`config.mk`:
```
export PLATFORM = sky130hd
export DESIGN_NAME = apb_master_bridge_flat
export DESIGN_NICKNAME = d
export VERILOG_FILES = /design/src/rtl/apb_master_bridge_if.sv /design/src/rtl/apb_master_bridge.sv /design/src/flat_wrapper.sv
export SDC_FILE = /design/constraint.sdc
export NUM_CORES = 1
export LEC_CHECK = 0
export BUFFER_PORTS_ARGS = -buffer_cell sky130_fd_sc_hd__buf_2
export CAP_MARGIN = 20
export CORE_MARGIN = 10
export CORE_UTILIZATION = 49
export DETAILED_ROUTE_END_ITERATION = 10
export PLACE_DENSITY = 0.84
export SYNTH_ARGS = -nofsm -noshare
export SYNTH_HDL_FRONTEND = slang
export SYNTH_SLANG_ARGS = --single-unit
```
`constraint.sdc`:
```
create_clock -name pclk -period 2.8 [get_ports pclk]
set_input_delay 0.28 -clock pclk [delete_from_list [all_inputs] [get_ports pclk]]
set_output_delay 0.28 -clock pclk [all_outputs]
set_load 0.01 [all_outputs]
```
`src/rtl/apb_master_bridge_if.sv`:
```
// rtl/apb_master_bridge_if.sv - command channel and APB bus signals for apb_master_bridge
interface apb_master_bridge_if #(
   parameter int APB_ADDR_WIDTH = 16,
   parameter int APB_DATA_WIDTH = 16
);
   logic                      i_cmd_valid;
   logic                      o_cmd_ready;
   logic                      i_cmd_write;
   logic [APB_ADDR_WIDTH-1:0] i_cmd_addr;
   logic [APB_DATA_WIDTH-1:0] i_cmd_wdata;
   logic                      o_psel;
   logic                      o_penable;
   logic                      o_pwrite;
   logic [APB_ADDR_WIDTH-1:0] o_paddr;
   logic [APB_DATA_WIDTH-1:0] o_pwdata;
   logic                      i_pready;
   logic [APB_DATA_WIDTH-1:0] i_prdata;
   logic                      o_rsp_valid;
   logic [APB_DATA_WIDTH-1:0] o_rsp_rdata;
   logic                      o_rsp_err;

   modport master (
      input  i_cmd_valid, i_cmd_write, i_cmd_addr, i_cmd_wdata, i_pready, i_prdata,
      output o_cmd_ready, o_psel, o_penable, o_pwrite, o_paddr, o_pwdata,
             o_rsp_valid, o_rsp_rdata, o_rsp_err
   );

   modport slave (
      output i_cmd_valid, i_cmd_write, i_cmd_addr, i_cmd_wdata, i_pready, i_prdata,
      input  o_cmd_ready, o_psel, o_penable, o_pwrite, o_paddr, o_pwdata,
             o_rsp_valid, o_rsp_rdata, o_rsp_err
   );
endinterface

```
`src/rtl/apb_master_bridge.sv`:
```
// rtl/apb_master_bridge.sv - single-outstanding APB requester; APB_TIMEOUT_EN enables ACCESS timeout abort
module apb_master_bridge #(
   parameter int APB_ADDR_WIDTH = 16,
   parameter int APB_DATA_WIDTH = 16,
   parameter int TIMEOUT_CYCLES = 255
) (
   input logic                 pclk,
   input logic                 preset,
   apb_master_bridge_if.master bus
);
   typedef enum logic [1:0] {IDLE, SETUP, ACCESS, RESP} state_e;

   state_e                    state_q, state_d;
   logic                      pwrite_q, pwrite_d;
   logic [APB_ADDR_WIDTH-1:0] paddr_q, paddr_d;
   logic [APB_DATA_WIDTH-1:0] pwdata_q, pwdata_d;
   logic [APB_DATA_WIDTH-1:0] rdata_q, rdata_d;
   logic                      err_q, err_d;
   logic                      accept, done, timeout_hit;

   assign accept = (state_q == IDLE) && bus.i_cmd_valid;
   assign done   = (state_q == ACCESS) && (bus.i_pready || timeout_hit);

`ifdef APB_TIMEOUT_EN
   localparam int CNT_W = $clog2(TIMEOUT_CYCLES + 1);
   logic [CNT_W-1:0] cnt_q, cnt_d;

   always_comb begin
      cnt_d = cnt_q;
      if (state_q == SETUP)
         cnt_d = '0;
      else if ((state_q == ACCESS) && !bus.i_pready)
         cnt_d = cnt_q + CNT_W'(1);
   end

   // This cycle's increment would reach the limit; a late pready still wins.
   assign timeout_hit = !bus.i_pready && (cnt_q == CNT_W'(TIMEOUT_CYCLES - 1));

   always_ff @(posedge pclk or posedge preset) begin
      if (preset) cnt_q <= '0;
      else        cnt_q <= cnt_d;
   end
`else
   assign timeout_hit = 1'b0;
`endif

   always_ff @(posedge pclk or posedge preset) begin
      if (preset) state_q <= IDLE;
      else        state_q <= state_d;
   end

   always_comb begin
      state_d = state_q;
      unique case (state_q)
         IDLE:   if (bus.i_cmd_valid) state_d = SETUP;
         SETUP:  state_d = ACCESS;
         ACCESS: if (done) state_d = RESP;
         RESP:   state_d = IDLE;
      endcase
   end

   always_comb begin
      bus.o_cmd_ready = 1'b0;
      bus.o_psel      = 1'b0;
      bus.o_penable   = 1'b0;
      bus.o_rsp_valid = 1'b0;
      unique case (state_q)
         IDLE:   bus.o_cmd_ready = !preset;
         SETUP:  bus.o_psel      = 1'b1;
         ACCESS: begin
            bus.o_psel    = 1'b1;
            bus.o_penable = 1'b1;
         end
         RESP:   bus.o_rsp_valid = 1'b1;
      endcase
   end

   always_comb begin
      pwrite_d = pwrite_q;
      paddr_d  = paddr_q;
      pwdata_d = pwdata_q;
      rdata_d  = rdata_q;
      err_d    = err_q;
      if (accept) begin
         pwrite_d = bus.i_cmd_write;
         paddr_d  = bus.i_cmd_addr;
         pwdata_d = bus.i_cmd_wdata;
      end
      if (done) begin
         err_d   = timeout_hit;
         rdata_d = (pwrite_q || timeout_hit) ? '0 : bus.i_prdata;
      end
   end

   always_ff @(posedge pclk or posedge preset) begin
      if (preset) begin
         pwrite_q <= 1'b0;
         paddr_q  <= '0;
         pwdata_q <= '0;
         rdata_q  <= '0;
         err_q    <= 1'b0;
      end else begin
         pwrite_q <= pwrite_d;
         paddr_q  <= paddr_d;
         pwdata_q <= pwdata_d;
         rdata_q  <= rdata_d;
         err_q    <= err_d;
      end
   end

   assign bus.o_pwrite    = pwrite_q;
   assign bus.o_paddr     = paddr_q;
   assign bus.o_pwdata    = pwdata_q;
   assign bus.o_rsp_rdata = rdata_q;
   assign bus.o_rsp_err   = err_q;
endmodule

```
`src/flat_wrapper.sv`:
```
// flat-port wrapper written by rule: the top's interface ports become plain ports
module apb_master_bridge_flat 
#(
   parameter int APB_ADDR_WIDTH = 16,
   parameter int APB_DATA_WIDTH = 16,
   parameter int TIMEOUT_CYCLES = 255
)
  (pclk, preset, bus_i_cmd_valid, bus_i_cmd_write, bus_i_cmd_addr, bus_i_cmd_wdata, bus_i_pready, bus_i_prdata, bus_o_cmd_ready, bus_o_psel, bus_o_penable, bus_o_pwrite, bus_o_paddr, bus_o_pwdata, bus_o_rsp_valid, bus_o_rsp_rdata, bus_o_rsp_err);
  apb_master_bridge_if #(.APB_ADDR_WIDTH(APB_ADDR_WIDTH), .APB_DATA_WIDTH(APB_DATA_WIDTH)) bus_i ();
  input logic pclk;
  input logic preset;
  input wire logic [$bits(bus_i.i_cmd_valid)-1:0] bus_i_cmd_valid;
  input wire logic [$bits(bus_i.i_cmd_write)-1:0] bus_i_cmd_write;
  input wire logic [$bits(bus_i.i_cmd_addr)-1:0] bus_i_cmd_addr;
  input wire logic [$bits(bus_i.i_cmd_wdata)-1:0] bus_i_cmd_wdata;
  input wire logic [$bits(bus_i.i_pready)-1:0] bus_i_pready;
  input wire logic [$bits(bus_i.i_prdata)-1:0] bus_i_prdata;
  output wire logic [$bits(bus_i.o_cmd_ready)-1:0] bus_o_cmd_ready;
  output wire logic [$bits(bus_i.o_psel)-1:0] bus_o_psel;
  output wire logic [$bits(bus_i.o_penable)-1:0] bus_o_penable;
  output wire logic [$bits(bus_i.o_pwrite)-1:0] bus_o_pwrite;
  output wire logic [$bits(bus_i.o_paddr)-1:0] bus_o_paddr;
  output wire logic [$bits(bus_i.o_pwdata)-1:0] bus_o_pwdata;
  output wire logic [$bits(bus_i.o_rsp_valid)-1:0] bus_o_rsp_valid;
  output wire logic [$bits(bus_i.o_rsp_rdata)-1:0] bus_o_rsp_rdata;
  output wire logic [$bits(bus_i.o_rsp_err)-1:0] bus_o_rsp_err;
  assign bus_i.i_cmd_valid = bus_i_cmd_valid;
  assign bus_i.i_cmd_write = bus_i_cmd_write;
  assign bus_i.i_cmd_addr = bus_i_cmd_addr;
  assign bus_i.i_cmd_wdata = bus_i_cmd_wdata;
  assign bus_i.i_pready = bus_i_pready;
  assign bus_i.i_prdata = bus_i_prdata;
  assign bus_o_cmd_ready = bus_i.o_cmd_ready;
  assign bus_o_psel = bus_i.o_psel;
  assign bus_o_penable = bus_i.o_penable;
  assign bus_o_pwrite = bus_i.o_pwrite;
  assign bus_o_paddr = bus_i.o_paddr;
  assign bus_o_pwdata = bus_i.o_pwdata;
  assign bus_o_rsp_valid = bus_i.o_rsp_valid;
  assign bus_o_rsp_rdata = bus_i.o_rsp_rdata;
  assign bus_o_rsp_err = bus_i.o_rsp_err;
  apb_master_bridge #(.APB_ADDR_WIDTH(APB_ADDR_WIDTH), .APB_DATA_WIDTH(APB_DATA_WIDTH), .TIMEOUT_CYCLES(TIMEOUT_CYCLES)) u_core (.pclk(pclk), .preset(preset), .bus(bus_i));
endmodule
```
# --- Yosys cells after proc, flatten, opt, wreduce, memory -nomap -nowiden ---
# Cells that the tools add are included.
classes:
  addsub: 0
  n_mul: 0
  div: 0
  magnitude_cmp: 0
  n_eq_ne: 5
  shifts: 0
  n_mux: 8
  bitwise: 0
  n_reduce_logical: 6
ops:
  columns: ["cell", "n"]
  rows:
  - ["$mux 16", 1]
  - ["$pmux 2 s4", 1]
  - ["$eq 2x2->1 const B", 2]
  - ["$mux 1", 4]
  - ["$mux 2", 2]
  - ["$eq 2x1->1 const B", 1]
  - ["$logic_and 1x1->1", 2]
  - ["$logic_not 2->1", 1]
  - ["$ne 2x1->1 const B", 1]
  - ["$ne 2x2->1 const B", 1]
  - ["$reduce_and 2->1", 1]
  - ["$reduce_or 2->1", 1]
  - ["$logic_not 1->1", 1]
totals:
  register_bits: 51
  latchBits: 0
  ram_bits: 0
  romBits: 0
  in_bits: 53
  output_inout_bits: 54
  wordCells: 24
  mem_count: 0

# --- Longest topological paths before layout ---
# Gate-level depths: netlist (run 1).
logic_depth:
  ltp_word: 4
  mapped_depth: 6
  depth_no_buf: 5

# --- Worst setup path after synthesis (run 1) ---
# OpenSTA, ideal clock, no wires.
synth_timing:
  path_kind: "register to register"
  from: "register u_core.state_q[0]"
  to: "register u_core.state_q[1]"
  setup_ns: 0.125
  arrival_time_ns: 1.256
  t_required_ns: 2.675
  path_slack_ns: 1.419
  path_stages_with_launch: 6
  n_path_buf: 0
  period_less_slack_ns: 1.381
  cell_sequence: "dfrtp_1 -> inv_1 -> ha_1 -> inv_1 -> o22ai_1 -> mux2_2"
synth_via:
  elab_chain_len: 4
  word_cells_on_any_way: 9
  classes_between: "5 x eq/ne; 1 x mux; 3 x reduce/logical"
synth_rtl:
  columns: ["element", "line", "source"]
  rows:
  - ["start, declared", "apb_master_bridge.sv:13", "state_e state_q, state_d;"]
  - ["start signal, assigned", "apb_master_bridge.sv:49", "else state_q <= state_d;"]
  - ["$eq 2x2->1", "apb_master_bridge.sv:22, apb_master_bridge.sv:54", null]
  - ["$logic_and 1x1->1", "apb_master_bridge.sv:22", "assign done = (state_q == ACCESS) && (bus.i_pready || timeout_hit);"]
  - ["$ne 2x1->1 (no line)", null, null]
  - ["$reduce_and 2->1 (no line)", null, null]
# Parallel ways exist; a longest one is shown, timed or not.
# A chain may end at the register's enable or synchronous reset.

# --- Worst setup path in the final report (run 1) ---
layout_timing:
  from: "register u_core.state_q[1]"
  to: "register u_core.paddr_q[5], in the netlist u_core.bus.o_paddr[5]"
layout_via:
  elab_chain_len: 2
layout_rtl:
  columns: ["element", "line", "source"]
  rows:
  - ["$logic_not 2->1", "apb_master_bridge.sv:21", "assign accept = (state_q == IDLE) && bus.i_cmd_valid;"]
  - ["$logic_and 1x1->1", "apb_master_bridge.sv:21", null]
  - ["end signal, assigned", "apb_master_bridge.sv:104", "paddr_q <= paddr_d;"]
  - ["end, declared", "apb_master_bridge.sv:15", "logic [APB_ADDR_WIDTH-1:0] paddr_q, paddr_d;"]
# Every way passes these cells.

==> results.py, run 1 <==
metrics = {
    "global_routing": {
        "grt_overflow": 0,
        "grt_max_degree": 52,
        "grt_pass1_wl_um": 7900,
        "grt.total_usage": 0.129,
        "grt_pass1_vias": 1631,
        "antenna_found_initial": 1,
    },
    "floorplanning": {
        "start_util": 0.503,
        "fp-row-count": 24,
        "dieWidth_um": 86.8,
        "num_io_pins": 107,
        "die-area_um2": 7540,
        "die_h_um": 86.8,
        "core-area_um2": 4350,
    },
    "final_layout": {
        "final_cells": 318,
        "fillers": 352,
        "layout.nets": 323,
        "final_cell_mix": "buf_2 (105), dfrtp_1 (51), mux2_4 (30)",
        "layout_commonest_cell": "buf_2",
        "antenna_cells": 0,
        "area_delta_synth_final_pct": 31.1,
        "layout-drive-gt1-share": 0.564,
    },
    "job": {
        "max_cap_viol_count": 0,
    },
    "critical_path": {
        "path_cells": "inv_1 > ha_1 > nand2_2 > buf_12 > mux2_2",
        "path_class": "reg -> reg",
        "ff2ff_setup_slack_ns": 0.94,
        "crit_fanout": 18,
        "end_kind": "flip-flop",
        "critPathMaxStageDelay_ns": 0.43,
        "crit_cells": 5,
        "cp_slowest_cell": "nand2_2",
        "start_kind": "flip-flop",
        "reg2reg_to": "u_core.bus.o_paddr[5]$_DFFE_PP0P_",
        "crit_family": "simple AND/OR/NAND/NOR gates",
        "worst_ep_required_time_ns": 2.97,
        "r2r_start": "u_core.state_q[1]$_DFFE_PP0P_",
        "reg2reg_depth": 5,
        "worst-path-buf-inv": 2,
        "crit_arrival_ns": 2.04,
    },
    "power": {
        "ir_worst_vdd_mv": 0.655,
        "p_per_area_nw_per_um2": 1140,
        "p_leak_nw": 1.59,
    },
    "clock_network": {
        "cts_buffer_depth": 2,
        "cts_buffers": 5,
        "cts_root_buf": "clkbuf_8",
        "post_cts_resized": 0,
        "numClockSinks": 51,
        "clkLatencyLatePin_ns": 0.29,
        "cts_max_level": 2,
        "cts_tree": "yes",
        "clk_pin_slew_ns": 0.09,
    },
    "synth": {
        "synth_seq_cells": 51,
        "syn_area_um2": 2190,
        "synth.largest_area_cell": "dfrtp_1",
        "avgSynthCellArea_um2": 13.9,
        "synth_top_cells_by_area": "dfrtp_1 (58%), mux2_4 (21%), nand2b_1 (4.6%), o21ai_0 (3.7%), nand2_1 (2.9%)",
        "synth_top_area_share": 0.583,
        "ys_warn_count": 0,
        "ys_types": 17,
        "syn-num-nets": 216,
        "yosysSeqAreaShare": 0.583,
        "netlist_instances": 158,
    },
    "timing": {
        "tns_ns": 0,
        "worstMarginPinSlew_ns": 0.824,
        "finClkSkew_ns": 0.00862,
        "final-setup-viol-count": 0,
        "fmax_mhz": 537,
        "relSlewSlack": 0.449,
        "hold_violations": 0,
        "drv_slew": 0,
        "holdWs_ns": 0.212,
        "min_period_over_period": 0.665,
        "rsz0062_at_grt": "no",
        "layout_min_cycle_time_ns": 1.86,
    },
    "status": {
        "status": "finished, final reports clean",
    },
    "placement": {
        "globalplace.congestion": 0.734,
        "dpl.hpwl_um": 3910,
        "port_buffers": 105,
        "post-place-cells": 308,
    },
    "routing": {
        "drt-total-wl_um": 4970,
        "drt_iter0_drc": 58,
        "ant_nets": 0,
        "post-route-drc-count": 0,
        "drt_first_pass_iters": 4,
        "wl_per_cell_um": 15.6,
        "vias": 1472,
        "vias_per_cell": 4.63,
    },
    "worst_hold_path": {
        "min_to": "u_core.bus.o_pwdata[9]$_DFFE_PP0P_",
        "whs_path_depth": 2,
        "min_from": "bus_i_cmd_wdata[9]",
        "hold_class": "in -> reg",
    },
}
[synthesized netlist by cell type, drive strengths merged]
cell and n:
dfrtp 51, mux2 34, nand2 18, nand2b 16
o21ai 16, buf 6, ha 5, inv 5
clkbuf 2, nor2 2, conb 1, mux2i 1
o22ai 1
[cells by family after synthesis]
logic type	Yosys count	share of synthesized area
compound gates	17	0.0394
fa+ha+maj	5	0.0286
buf+inv	13	0.0354
flops	51	0.583
mux	35	0.231
other cells	1	0.00171
simple gates	36	0.0811
[state kept, by name, indices dropped and copies added, names as in the netlist]
register and flops:
u_core.bus.o_paddr 16, u_core.bus.o_pwdata 16, u_core.bus.o_pwrite 1, u_core.bus.o_rsp_rdata 16, u_core.state_q 2
[where the power goes]
group | internal, mW | switching [mW] | leakage [nW]
Clock | 0.226 | 0.221 | 0.0515
Combinational | 0.822 | 0.672 | 0.919
Sequential | 1.11 | 0.220 | 0.621
Total | 2.16 | 1.11 | 1.59
[routing by layer]
layer / vias to the layer above / track usage / wire, um
li1: 729 / - / -
met2: 64 / 0.212 / 2390
met3: 4 / 0.0769 / 599
met5: - / 0 / 7
met4: 2 / 0.0221 / 22
met1: 673 / 0.141 / 1960
[timing repair]
action / CTS / global route
hold buffers: 0 / 1
buffers inserted: 0 / 0
endpoints found under the hold margin: 0 / 15
[layout make-up]
class | count | area (um2) | area share
Clock buffer | 8 | 100 | 0.0349
Tap cell | 52 | 65.1 | 0.0227
Sequential cell | 51 | 1280 | 0.444
Multi-Input combinational cell | 94 | 836 | 0.291
Inverter | 5 | 18.8 | 0.00654
Timing Repair Buffer | 108 | 576 | 0.200
[worst max-delay path by stage]
stage	startpoint	to	slack (ns)
after global routing	u_core.state_q[1]$_DFFE_PP0P_	u_core.bus.o_paddr[5]$_DFFE_PP0P_	0.83
final	u_core.state_q[1]$_DFFE_PP0P_	u_core.bus.o_paddr[5]$_DFFE_PP0P_	0.94
after floorplan	preset	u_core.bus.o_paddr[0]$_DFFE_PP0P_	1.29
after detailed placement	u_core.state_q[1]$_DFFE_PP0P_	u_core.bus.o_paddr[5]$_DFFE_PP0P_	0.93
after CTS	u_core.state_q[1]$_DFFE_PP0P_	u_core.bus.o_paddr[5]$_DFFE_PP0P_	0.91
after global placement	u_core.state_q[1]$_DFFE_PP0P_	u_core.bus.o_paddr[5]$_DFFE_PP0P_	1.01
[metrics by stage]
| stage | total power, mW | util | area [um2] | setup slack (ns) |
|---|---|---|---|---|
| 4_1_cts | 3.33 | 0.653 | 2840 | 0.914 |
| 3_3_place_gp | 2.82 | 0.630 | 2740 | 1.01 |
| 5_1_grt | 3.51 | 0.659 | 2870 | 0.832 |
| 2_1_floorplan | 2.29 | - | 2190 | 1.29 |
| 3_5_place_dp | 2.88 | 0.630 | 2740 | 0.932 |
| 6_report | 3.27 | 0.659 | 2870 | 0.937 |
(Power assumes the default switching activity.)
==> run 2, diff against run 1 <==
--- a/config.mk
+++ b/config.mk
@@ -8,9 +8,9 @@
 export BUFFER_PORTS_ARGS = -buffer_cell sky130_fd_sc_hd__buf_2
 export CAP_MARGIN = 20
 export CORE_MARGIN = 10
-export CORE_UTILIZATION = 49
+export CORE_UTILIZATION = 45
 export DETAILED_ROUTE_END_ITERATION = 10
-export PLACE_DENSITY = 0.84
+export PLACE_DENSITY = 0.78
 export SYNTH_ARGS = -nofsm -noshare
 export SYNTH_HDL_FRONTEND = slang
 export SYNTH_SLANG_ARGS = --single-unit
==> constraint.sdc (replaced) <==
create_clock -name pclk -period 2 [get_ports pclk]
set_input_delay 0.2 -clock pclk [delete_from_list [all_inputs] [get_ports pclk]]
set_output_delay 0.2 -clock pclk [all_outputs]
set_load 0.01 [all_outputs]
==> run 2 against run 1 <==
Routed wire length up 7.0%. Combinational power rose by 42%. Register-to-register slack worse by 0.46 ns. Highest routed layer is now met4. Largest power group unchanged. Final area increased by 0.87%. Global-route usage grew 0.52 points. Die area rose by 6.8%. Clock power rose by 41%. Largest cell class unchanged.
==> results.py, run 2 (synthesis gave the netlist of run 1 again) <==
metrics = {
    "floorplanning": {
        "die-area_um2": 8060,
        "num_io_pins": 107,
        "dieWidth_um": 89.8,
        "die_h_um": 89.8,
        "core-area_um2": 4720,
        "fp-row-count": 25,
        "start_util": 0.464,
    },
    "status": {
        "status": "finished, final reports clean",
    },
    "clock_network": {
        "numClockSinks": 51,
        "post_cts_resized": 0,
        "postCtsSetupRepairBufs": 0,
        "cts_root_buf": "clkbuf_8",
        "clkLatencyLatePin_ns": 0.31,
        "clk_pin_slew_ns": 0.10,
        "holdBufCountCts": 1,
        "cts_buffer_depth": 2,
        "cts_buffers": 5,
        "cts_max_level": 2,
        "cts_tree": "yes",
    },
    "critical_path": {
        "cp_slowest_cell": "dfrtp_1",
        "critPathMaxStageDelay_ns": 0.42,
        "path_class": "reg -> reg",
        "r2r_start": "u_core.state_q[1]$_DFFE_PP0P_",
        "end_kind": "flip-flop",
        "crit_family": "flip-flops",
        "start_kind": "flip-flop",
        "crit_arrival_ns": 1.72,
        "path_cells": "inv_1 > ha_1 > nand2_2 > buf_12 > mux2_2",
        "worstSetupStartpoint": "u_core.state_q[1]$_DFFE_PP0P_",
        "worst_ep_required_time_ns": 2.20,
        "crit_fanout": 33,
        "worst-path-buf-inv": 2,
    },
    "timing": {
        "layout_min_cycle_time_ns": 1.52,
        "drv_slew": 0,
        "finClkSkew_ns": 0.00790,
        "min_period_over_period": 0.760,
        "worstMarginPinSlew_ns": 0.593,
        "final-setup-viol-count": 0,
        "tns_ns": 0,
        "fmax_mhz": 658,
        "relSlewSlack": 0.604,
        "rsz0062_at_grt": "no",
        "hold_violations": 0,
    },
    "global_routing": {
        "grtUsageMet1": 0.142,
        "grtUsageMet2": 0.236,
        "grt_max_degree": 34,
        "grt_overflow": 0,
        "antenna_found_initial": 0,
        "grt_pass1_vias": 1731,
        "grt_pass1_wl_um": 8780,
        "busiest_layer": "met2",
        "grt.total_usage": 0.134,
        "use_met3": 0.0474,
    },
    "routing": {
        "drt_first_pass_iters": 4,
        "post-route-drc-count": 0,
        "drt_iter0_drc": 29,
        "vias_per_cell": 4.57,
        "vias": 1527,
        "ant_nets": 0,
        "wl_per_cell_um": 15.9,
        "drt-total-wl_um": 5320,
    },
    "placement": {
        "globalplace.congestion": 0.723,
        "dpl.hpwl_um": 4170,
        "port_buffers": 105,
        "dpl_cell_area_um2": 2790,
    },
    "final_layout": {
        "area_delta_synth_final_pct": 32.3,
        "final_area_um2": 2900,
        "antenna_cells": 0,
        "final_cell_mix": "buf_2 (105), dfrtp_1 (51), mux2_4 (30)",
        "layout_commonest_cell": "buf_2",
        "layout.nets": 324,
        "layout-drive-gt1-share": 0.569,
    },
    "worst_hold_path": {
        "hold_class": "in -> reg",
        "min_from": "bus_i_cmd_addr[11]",
    },
    "job": {
        "max_cap_viol_count": 0,
    },
    "power": {
        "ir_worst_vdd_mv": 0.734,
        "p_leak_nw": 1.59,
        "p_per_area_nw_per_um2": 1590,
    },
}
## run 2: layout make-up
| cell class | count | area, um2 |
|---|---|---|
| Clock inverter | 2 | 16.3 |
| Inverter | 5 | 18.8 |
| Multi-Input combinational cell | 94 | 836 |
| Timing Repair Buffer | 109 | 583 |
| Sequential cell | 51 | 1280 |
| Tap cell | 67 | 83.8 |
| Clock buffer | 6 | 82.6 |
| Fill cell | 392 | 1830 |
## run 2: worst paths after layout
| kind | end | slack (ns) | cells after the start |
|---|---|---|---|
| setup / recovery | u_core.bus.o_paddr[4]$_DFFE_PP0P_ | 0.48 | 5 |
| max in group asynchronous | u_core.bus.o_rsp_rdata[7]$_DFFE_PP0P_ | 0.96 | 4 |
| setup reg to reg | u_core.bus.o_paddr[4]$_DFFE_PP0P_ | 0.48 | 5 |
| hold reg to reg | u_core.bus.o_rsp_rdata[11]$_DFFE_PP0P_ | 0.48 | 2 |
| hold / removal | u_core.bus.o_paddr[11]$_DFFE_PP0P_ | 0.11 | 2 |
| min in group asynchronous | u_core.bus.o_pwdata[12]$_DFFE_PP0P_ | 0.51 | 3 |
## run 2: power by group
group	switching (mW)	leakage (nW)	internal, mW
registers	0.313	0.621	1.55
clock network	0.346	0.0474	0.283
logic	0.967	0.923	1.16
## run 2: worst reg2reg max path, cell delays in order, from the launching register on
cell and delay [ns]:
dfrtp_1 0.42, inv_1 0.09, ha_1 0.21, nand2_2 0.08
buf_12 0.25, mux2_2 0.38
## run 2: routing by layer
metal | vias to the layer above | wire, um
met5 | - | 0
li1 | 732 | -
met2 | 59 | 2700
met4 | 0 | 104
met3 | 9 | 406
met1 | 727 | 2100
## run 2: per-stage QoR
step	worst slack (ns)	total power, mW	std cells	util	hold slack [ns]
finish	0.480	4.62	334	0.613	0.114
detailed placement	0.474	4.06	325	0.590	0.309
floorplan	0.570	3.21	158	-	0.349
global placement	0.534	3.97	325	0.590	0.297
global route	0.382	4.96	334	0.613	0.103
CTS	0.468	4.69	334	0.613	0.107
